==> src/rtl/multicycle_control_if.sv <==
// Memory handshake bundle for the multicycle controller.
// The controller is the master and the memory is the slave.
interface multicycle_control_if;
  logic mem_req;
  logic mem_we;
  logic iord;
  logic mem_ack;

  modport master (
    output mem_req,
    output mem_we,
    output iord,
    input  mem_ack
  );

  modport slave (
    input  mem_req,
    input  mem_we,
    input  iord,
    output mem_ack
  );
endinterface

==> src/rtl/multicycle_control.sv <==
// Multicycle MIPS-style control FSM; outputs decoded from current state.
// Optional MULT_STALL_EN adds a 4-cycle MULT stall state for func=011000.
module multicycle_control (
  input  logic                        clk,
  input  logic                        rst_n,
  input  logic [5:0]                  opcode,
  input  logic [5:0]                  func,
  input  logic                        zero,
  multicycle_control_if.master        mem,
  output logic                        ir_we,
  output logic                        pc_we,
  output logic                        pc_src,
  output logic                        reg_we,
  output logic                        reg_dst,
  output logic                        mem_to_reg,
  output logic                        alu_src_a,
  output logic [1:0]                  alu_src_b,
  output logic [2:0]                  aop,
  output logic                        illegal,
  output logic [3:0]                  state
);

  typedef enum logic [3:0] {
    FETCH    = 4'd0,
    DECODE   = 4'd1,
    EXEC_R   = 4'd2,
    EXEC_I   = 4'd3,
    MEM_ADDR = 4'd4,
    MEM_RD   = 4'd5,
    MEM_WB   = 4'd6,
    MEM_WR   = 4'd7,
    BRANCH   = 4'd8,
    WB_R     = 4'd9,
    WB_I     = 4'd10,
    MULT     = 4'd11
  } state_e;

  localparam logic [5:0] OP_R    = 6'b000000;
  localparam logic [5:0] OP_LW   = 6'b100011;
  localparam logic [5:0] OP_SW   = 6'b101011;
  localparam logic [5:0] OP_ADDI = 6'b001000;
  localparam logic [5:0] OP_SLTI = 6'b001010;
  localparam logic [5:0] OP_ANDI = 6'b001100;
  localparam logic [5:0] OP_ORI  = 6'b001101;
  localparam logic [5:0] OP_BEQ  = 6'b000100;

  state_e state_q, state_d;

`ifdef MULT_STALL_EN
  logic [1:0] cnt_q, cnt_d;
  logic       is_mult;
  assign is_mult = (func == 6'b011000);
`else
  logic unused_func;
  assign unused_func = ^func;
`endif

  always_ff @(posedge clk or negedge rst_n) begin
    if (!rst_n) begin
      state_q <= FETCH;
`ifdef MULT_STALL_EN
      cnt_q   <= 2'd0;
`endif
    end else begin
      state_q <= state_d;
`ifdef MULT_STALL_EN
      cnt_q   <= cnt_d;
`endif
    end
  end

  always_comb begin
    state_d     = FETCH;
`ifdef MULT_STALL_EN
    cnt_d       = cnt_q;
`endif
    mem.mem_req = 1'b0;
    mem.mem_we  = 1'b0;
    mem.iord    = 1'b0;
    ir_we       = 1'b0;
    pc_we       = 1'b0;
    pc_src      = 1'b0;
    reg_we      = 1'b0;
    reg_dst     = 1'b0;
    mem_to_reg  = 1'b0;
    alu_src_a   = 1'b0;
    alu_src_b   = 2'b00;
    aop         = 3'b000;
    illegal     = 1'b0;
    unique case (state_q)
      FETCH: begin
        mem.mem_req = 1'b1;
        alu_src_b   = 2'b01;
        aop         = 3'b110;
        state_d     = FETCH;
        if (mem.mem_ack) begin
          ir_we   = 1'b1;
          pc_we   = 1'b1;
          state_d = DECODE;
        end
      end
      DECODE: begin
        alu_src_b = 2'b11;
        aop       = 3'b110;
        unique case (opcode)
          OP_R:     state_d = EXEC_R;
          OP_LW,
          OP_SW:    state_d = MEM_ADDR;
          OP_ADDI,
          OP_SLTI,
          OP_ANDI,
          OP_ORI:   state_d = EXEC_I;
          OP_BEQ:   state_d = BRANCH;
          default: begin
            illegal = 1'b1;
            state_d = FETCH;
          end
        endcase
      end
      EXEC_R: begin
        alu_src_a = 1'b1;
        aop       = 3'b001;
        state_d   = WB_R;
`ifdef MULT_STALL_EN
        if (is_mult) begin
          state_d = MULT;
          cnt_d   = 2'd3;
        end
`endif
      end
      EXEC_I: begin
        alu_src_a = 1'b1;
        alu_src_b = 2'b10;
        state_d   = WB_I;
        unique case (opcode)
          OP_SLTI: aop = 3'b010;
          OP_ANDI: aop = 3'b011;
          OP_ORI:  aop = 3'b100;
          default: aop = 3'b110;
        endcase
      end
      MEM_ADDR: begin
        alu_src_a = 1'b1;
        alu_src_b = 2'b10;
        aop       = 3'b110;
        state_d   = (opcode == OP_LW) ? MEM_RD : MEM_WR;
      end
      MEM_RD: begin
        mem.mem_req = 1'b1;
        mem.iord    = 1'b1;
        state_d     = mem.mem_ack ? MEM_WB : MEM_RD;
      end
      MEM_WR: begin
        mem.mem_req = 1'b1;
        mem.iord    = 1'b1;
        mem.mem_we  = 1'b1;
        state_d     = mem.mem_ack ? FETCH : MEM_WR;
      end
      MEM_WB: begin
        reg_we     = 1'b1;
        mem_to_reg = 1'b1;
      end
      WB_R: begin
        reg_we  = 1'b1;
        reg_dst = 1'b1;
      end
      WB_I: begin
        reg_we = 1'b1;
      end
      BRANCH: begin
        alu_src_a = 1'b1;
        aop       = 3'b101;
        pc_src    = 1'b1;
        pc_we     = zero;
      end
`ifdef MULT_STALL_EN
      MULT: begin
        alu_src_a = 1'b1;
        aop       = 3'b001;
        if (cnt_q == 2'd0) begin
          state_d = WB_R;
        end else begin
          state_d = MULT;
          cnt_d   = cnt_q - 2'd1;
        end
      end
`endif
      default: state_d = FETCH;
    endcase
  end

  assign state = state_q;

endmodule

==> src/flat_wrapper.sv <==
// flat-port wrapper written by rule: the top's interface ports become plain ports
module multicycle_control_flat 
  (clk, rst_n, opcode, func, zero, ir_we, pc_we, pc_src, reg_we, reg_dst, mem_to_reg, alu_src_a, alu_src_b, aop, illegal, state, mem_mem_req, mem_mem_we, mem_iord, mem_mem_ack);
  multicycle_control_if mem_i ();
  input  logic clk;
  input  logic rst_n;
  input  logic [5:0] opcode;
  input  logic [5:0] func;
  input  logic zero;
  output logic ir_we;
  output logic pc_we;
  output logic pc_src;
  output logic reg_we;
  output logic reg_dst;
  output logic mem_to_reg;
  output logic alu_src_a;
  output logic [1:0] alu_src_b;
  output logic [2:0] aop;
  output logic illegal;
  output logic [3:0] state;
  output wire logic [$bits(mem_i.mem_req)-1:0] mem_mem_req;
  output wire logic [$bits(mem_i.mem_we)-1:0] mem_mem_we;
  output wire logic [$bits(mem_i.iord)-1:0] mem_iord;
  input wire logic [$bits(mem_i.mem_ack)-1:0] mem_mem_ack;
  assign mem_mem_req = mem_i.mem_req;
  assign mem_mem_we = mem_i.mem_we;
  assign mem_iord = mem_i.iord;
  assign mem_i.mem_ack = mem_mem_ack;
  multicycle_control u_core (.clk(clk), .rst_n(rst_n), .opcode(opcode), .func(func), .zero(zero), .mem(mem_i), .ir_we(ir_we), .pc_we(pc_we), .pc_src(pc_src), .reg_we(reg_we), .reg_dst(reg_dst), .mem_to_reg(mem_to_reg), .alu_src_a(alu_src_a), .alu_src_b(alu_src_b), .aop(aop), .illegal(illegal), .state(state));
endmodule
==> config.mk <==
export PLATFORM = sky130hd
export DESIGN_NAME = multicycle_control_flat
export DESIGN_NICKNAME = d
export VERILOG_FILES = /design/src/rtl/multicycle_control_if.sv /design/src/rtl/multicycle_control.sv /design/src/flat_wrapper.sv
export SDC_FILE = /design/constraint.sdc
export NUM_CORES = 1
export LEC_CHECK = 0
export CAP_MARGIN = 20
export CORE_UTILIZATION = 30
export CTS_BUF_LIST = sky130_fd_sc_hd__clkbuf_4
export DETAILED_ROUTE_END_ITERATION = 10
export PLACE_DENSITY = 0.67
export SYNTH_ARGS = -nofsm -noshare
export SYNTH_HDL_FRONTEND = slang
export SYNTH_SLANG_ARGS = --single-unit
==> constraint.sdc <==
create_clock -name clk -period 3.19 [get_ports clk]
set_clock_uncertainty 0.1 [all_clocks]
set_input_delay 0.957 -clock clk [delete_from_list [all_inputs] [get_ports clk]]
set_output_delay 0.957 -clock clk [all_outputs]
set_load 0.1 [all_outputs]
After elaboration in Yosys (flattened, before gate mapping)

Index checks and enable logic that the tools add are counted.

Word-level logic and storage cells: 51
Input bits: 16
Output and inout port bits: 20
Bits in registers: 4

Multiplexer cells: 22
Reduce and logical (&&, ||, !) cells: 11
Eq/ne operators: 17

Operators by type and width:

| operator                                                               | count |
|---|---|
| 4-bit one-hot mux with 7 select lines                                  | 1 |
| 6-bit by 4-bit equality test with 1-bit output (second input constant) | 4 |
| 4-bit by 3-bit equality test with 1-bit output (second input constant) | 4 |
| 4-bit one-hot mux with 4 select lines                                  | 1 |
| 1-bit 2-to-1 mux                                                       | 13 |
| 4-bit equality test (second input constant)                            | 3 |
| 6-bit equality test (second input constant)                            | 2 |
| 3-bit one-hot mux with 4 select lines                                  | 1 |
| 3-bit one-hot mux with 3 select lines                                  | 1 |
| 3-bit OR reduction                                                     | 3 |
| 4-bit by 2-bit equality test with 1-bit output (second input constant) | 2 |
| 4-bit OR reduction                                                     | 2 |
| 8-bit OR reduction                                                     | 1 |
| 6-bit by 3-bit equality test with 1-bit output (second input constant) | 1 |
| 6-bit logical NOT                                                      | 1 |
| 2-bit one-hot mux with 3 select lines                                  | 1 |
| 2-bit OR reduction                                                     | 3 |
| 4-bit by 1-bit equality test with 1-bit output (second input constant) | 1 |
| 4-bit logical NOT                                                      | 1 |
| 2-bit 2-to-1 mux                                                       | 2 |
| 3-bit 2-to-1 mux                                                       | 1 |
| 1-bit one-hot mux with 2 select lines                                  | 1 |

Longest topological paths before layout

Depth in word-level cells: 4
Gate-level depth with buffers: 5
Gate-level depth less buffers: 4

Least setup slack after synthesis

OpenSTA, ideal clock, no wires.

Kind: input to output
Start point: input port opcode[2]
End point: output port aop[1]
Arrival time: 6.067 ns
Stages on the path: 5
Required time: 2.133 ns
Slack: -3.934 ns
Path through: buf_4 -> nor4b_4 -> nand2_1 -> nor2_1 -> a2111oi_0

Longest elaborated chain between the ends: 3
Elaborated cells between the ends (all ways): 5
Classes of those cells: 3 x eq/ne; 2 x mux

RTL lines:

| what                                           | line                      | source |
|---|---|---|
| start, declared                                | flat_wrapper.sv:7         | `input logic [5:0] opcode;` |
| 6-bit by 4-bit equality test with 1-bit output | multicycle_control.sv:135 | `unique case (opcode)` |
| 3-bit one-hot mux with 3 select lines *        | multicycle_control.sv:135 |  |
| 3-bit one-hot mux with 4 select lines *        | multicycle_control.sv:90  | `unique case (state_q)` |
| end, declared                                  | flat_wrapper.sv:18        | `output logic [2:0] aop;` |

Every way passes the cells marked *; elsewhere a longest branch is shown, timed or not.

Worst setup path in the final report

Start point: input port opcode[3]
End point: output port illegal

Longest elaborated chain between the ends: 4
Elaborated cells between the ends (all ways): 11
Classes of those cells: 7 x eq/ne; 2 x mux; 2 x reduce/logical

RTL lines:

| what                                        | line                      | source |
|---|---|---|
| 6-bit equality test (tied with other cells) | multicycle_control.sv:105 | `unique case (opcode)` |
| 8-bit OR reduction (no source line) *       | --                        |  |
| 1-bit 2-to-1 mux *                          | multicycle_control.sv:105 |  |
| 1-bit 2-to-1 mux *                          | multicycle_control.sv:90  |  |
| end, declared                               | flat_wrapper.sv:19        | `output logic illegal;` |

Marked as above.

==> run_results.csv <==
group,metric,value,unit
synthesis,ys_ff_latch,4,
job,cap_violations,0,
timing,worst_pin_slew,464.9,ps
floorplanning,die_w,47.48,um
floorplanning,die_h,47.48,um
layout,final_area,0.001309,mm2
placement,numPortBuffers,29,
layout,fin_cells,150,
min_path,whs_path_depth,1,
timing,hold-worst-slack,632.6,ps
global_route,grt_max_degree,21,
timing,post-route-period-util,98.55,%
synthesis,synth_nets,102,
synthesis,synth_top_area_share,16.13,%
global_route,grt_pass1_wl,2856,um
layout,largest_reg_flops,4,
global_route,use_met2,30.96,%
routing,vias,791,
synthesis,synthDistinctLibCells,41,
floorplanning,pin_count,36,
worst_setup_path,worstPathRequired,2130,ps
floorplanning,core_area,0.001962,mm2
cts,cts_tree,"built",
timing,rsz0062_at_grt,"true",
placement,dp_cells,145,
cts,numCtsBuffers,3,
layout,area.sequential,107.6,um2
worst_setup_path,crit_arrival,2090,ps
synthesis,ys.flop_type,"dfrtp_1",
synthesis,synth_area_leader_cell,"dfrtp_1",
timing,hold_viol_final,0,
global_route,met1_usage,21.97,%
synthesis,yosysMostFrequentCell,"nor2_1",
routing,drc,0,
worst_setup_path,worst_path_largest_cell_delay,290,ps
synthesis,syn_inst,86,
floorplanning,die_area,0.002254,mm2
cts,htreeDepth,1,
routing,routedWlPerCell,12.07,um
cts,clock_latency,240,ps
routing,dr.pass1.iters,4,
min_path,hold_path_class,"flip-flop to flip-flop",
layout,n_fill_cell,175,
layout,multi_input_area,619.3,um2
worst_setup_path,critical-path-top-delay-family,"buffers and inverters",
worst_setup_path,cp_max_fo,2,
synthesis,synth_area,620.6,um2
floorplanning,start_util,31.63,%
floorplanning,rows,16,
routing,viasPerCell,5.273,
global_route,busiest_layer,"met2",
global_route,grt_overflow_total,0,
cts,clk_path_buf_depth,2,
worst_setup_path,critPathBufInv,3,
routing,routed_wl,1810,um
placement,place_hpwl,1417,um
global_route,grt_pass1_vias,670,
synthesis,syn_avg_cell_area,7.216,um2
cts,cts_root_buf,"clkbuf_4",
worst_setup_path,crit_path_start_kind,"input pin",
layout,fin_nets,141,
timing,max-slew-margin-rel,69.00,%
synthesis,async_reset_ff_share,100.0,%
global_route,use_met3,4.528,%
global_route,grt_util_all_layers,17.94,%
synthesis,ys_seq_area_share,16.13,%
worst_setup_path,reg2reg_depth,4,
status,status,"finished clean",
layout,drive_gt1_share,57.72,%
global_route,antenna_found_initial,0,
placement,place_area,0.001262,mm2
timing,fmax,318.1,MHz
synthesis,synth_area_leaders,"dfrtp_1 (16%), nor2_1 (10%), nand2b_1 (5.0%)",
routing,dr.first_iter.drc_count,22,
cts,path_clk_slew,40,ps
synthesis,synth_edf_count,0,
cts,cts.sinks,4,
layout,antenna_cells,0,
layout,synthToLayoutAreaGrowth,110.9,%
placement,gp_congestion,0.7981,
worst_setup_path,crit_path_end_kind,"output pin",
synthesis,yosys_warnings,0,
synthesis,synth_common_cells,"nor2_1 (17), nand2_1 (8), nand2b_1 (5), nor3_1 (5), dfrtp_1 (4)",
worst_setup_path,crit_chain,"dlygate4sd2_1 -> mux2_4 -> o31ai_1 -> buf_4 -> nor2_4 -> buf_12",
timing,setup_viol,0,
worst_setup_path,slowest_stage,"mux2_4",
timing,min_period,3144,ps
worst_setup_path,critPathKind,"input pin to output pin",
worst_setup_path,cp.depth,6,
routing,ant_nets,0,
timing,slew_viol_final,0,
-- per-layer routing --
layer / wire length (um) / vias up
li1: - / 391
met1: 757 / 375
met2: 988 / 25
met3: 63 / 0
met4: 0 / 0
met5: 0 / -
-- timing repair --
item	in CTS	in global routing
hold buffers	0	0
pin swaps	5	4
resized for setup	23	2
setup buffers	2	0
cloned	0	0
setup endpoints to repair	4	2
-- layout by cell type, fill, tap and decap left out, drive strengths merged, types with 2 or more instances in the layout --
cell type,synthesis,final
dfrtp,4,4
inv,2,2
a211oi,2,2
nor2b,2,2
nand3,3,3
clkbuf,3,3
buf,6,38
nand2,8,8
a2111oi,2,2
o22ai,2,2
a21oi,4,4
clkdlybuf4s50,0,3
nor3,5,5
nor2,17,17
nand2b,5,5
mux2i,2,2
dlygate4sd2,0,2
-- logic make-up (layout without fill, tap and decap cells) --
group | after synthesis | in the layout | share of synthesized area [%]
multiplexers | 3 | 3 | 5.040
adder cells (fa/ha/maj) | 1 | 1 | 1.613
AO/OA/AOI/OAI | 19 | 19 | 26.21
XOR/XNOR | 1 | 1 | 1.412
flip-flops | 4 | 4 | 16.13
buffers and inverters | 11 | 48 | 8.872
AND/OR/NAND/NOR | 47 | 47 | 40.73
-- final cells by class --
| type | instances | share of cell area [%] |
|---|---|---|
| flip-flops and latches | 4 | 8.222 |
| multi-input cells | 71 | 47.32 |
| well taps | 27 | 2.581 |
| repair buffers | 43 | 39.58 |
| inverters | 2 | 0.5736 |
| clock buffers | 3 | 1.721 |
-- path summary, 6_finish.rpt --
check                                      from         endpoint  slack (ps)
worst min-delay path            u_core.state[2]  u_core.state[3]         630
worst min register to register  u_core.state[2]  u_core.state[3]         630
max in group asynchronous                 rst_n  u_core.state[2]        1980
worst max-delay path                  opcode[3]          illegal          50
min in group asynchronous                 rst_n  u_core.state[2]         820
worst max register to register  u_core.state[0]  u_core.state[0]        1530
-- stage by stage --
stage / utilization (%) / setup WS [ps] / TNS, ps
global route: 66.71 / -41.60 / -41.60
CTS: 66.14 / -24.90 / -24.90
global placement: 64.35 / -347.3 / -1142
floorplan: - / -337.4 / -430.8
detailed placement: 64.35 / -355.5 / -1191
finish: 66.71 / 46.26 / 0
Power is left out: the tool's default activity adds up to more than one toggle a clock period on the data nets, which glitch-free logic cannot reach.
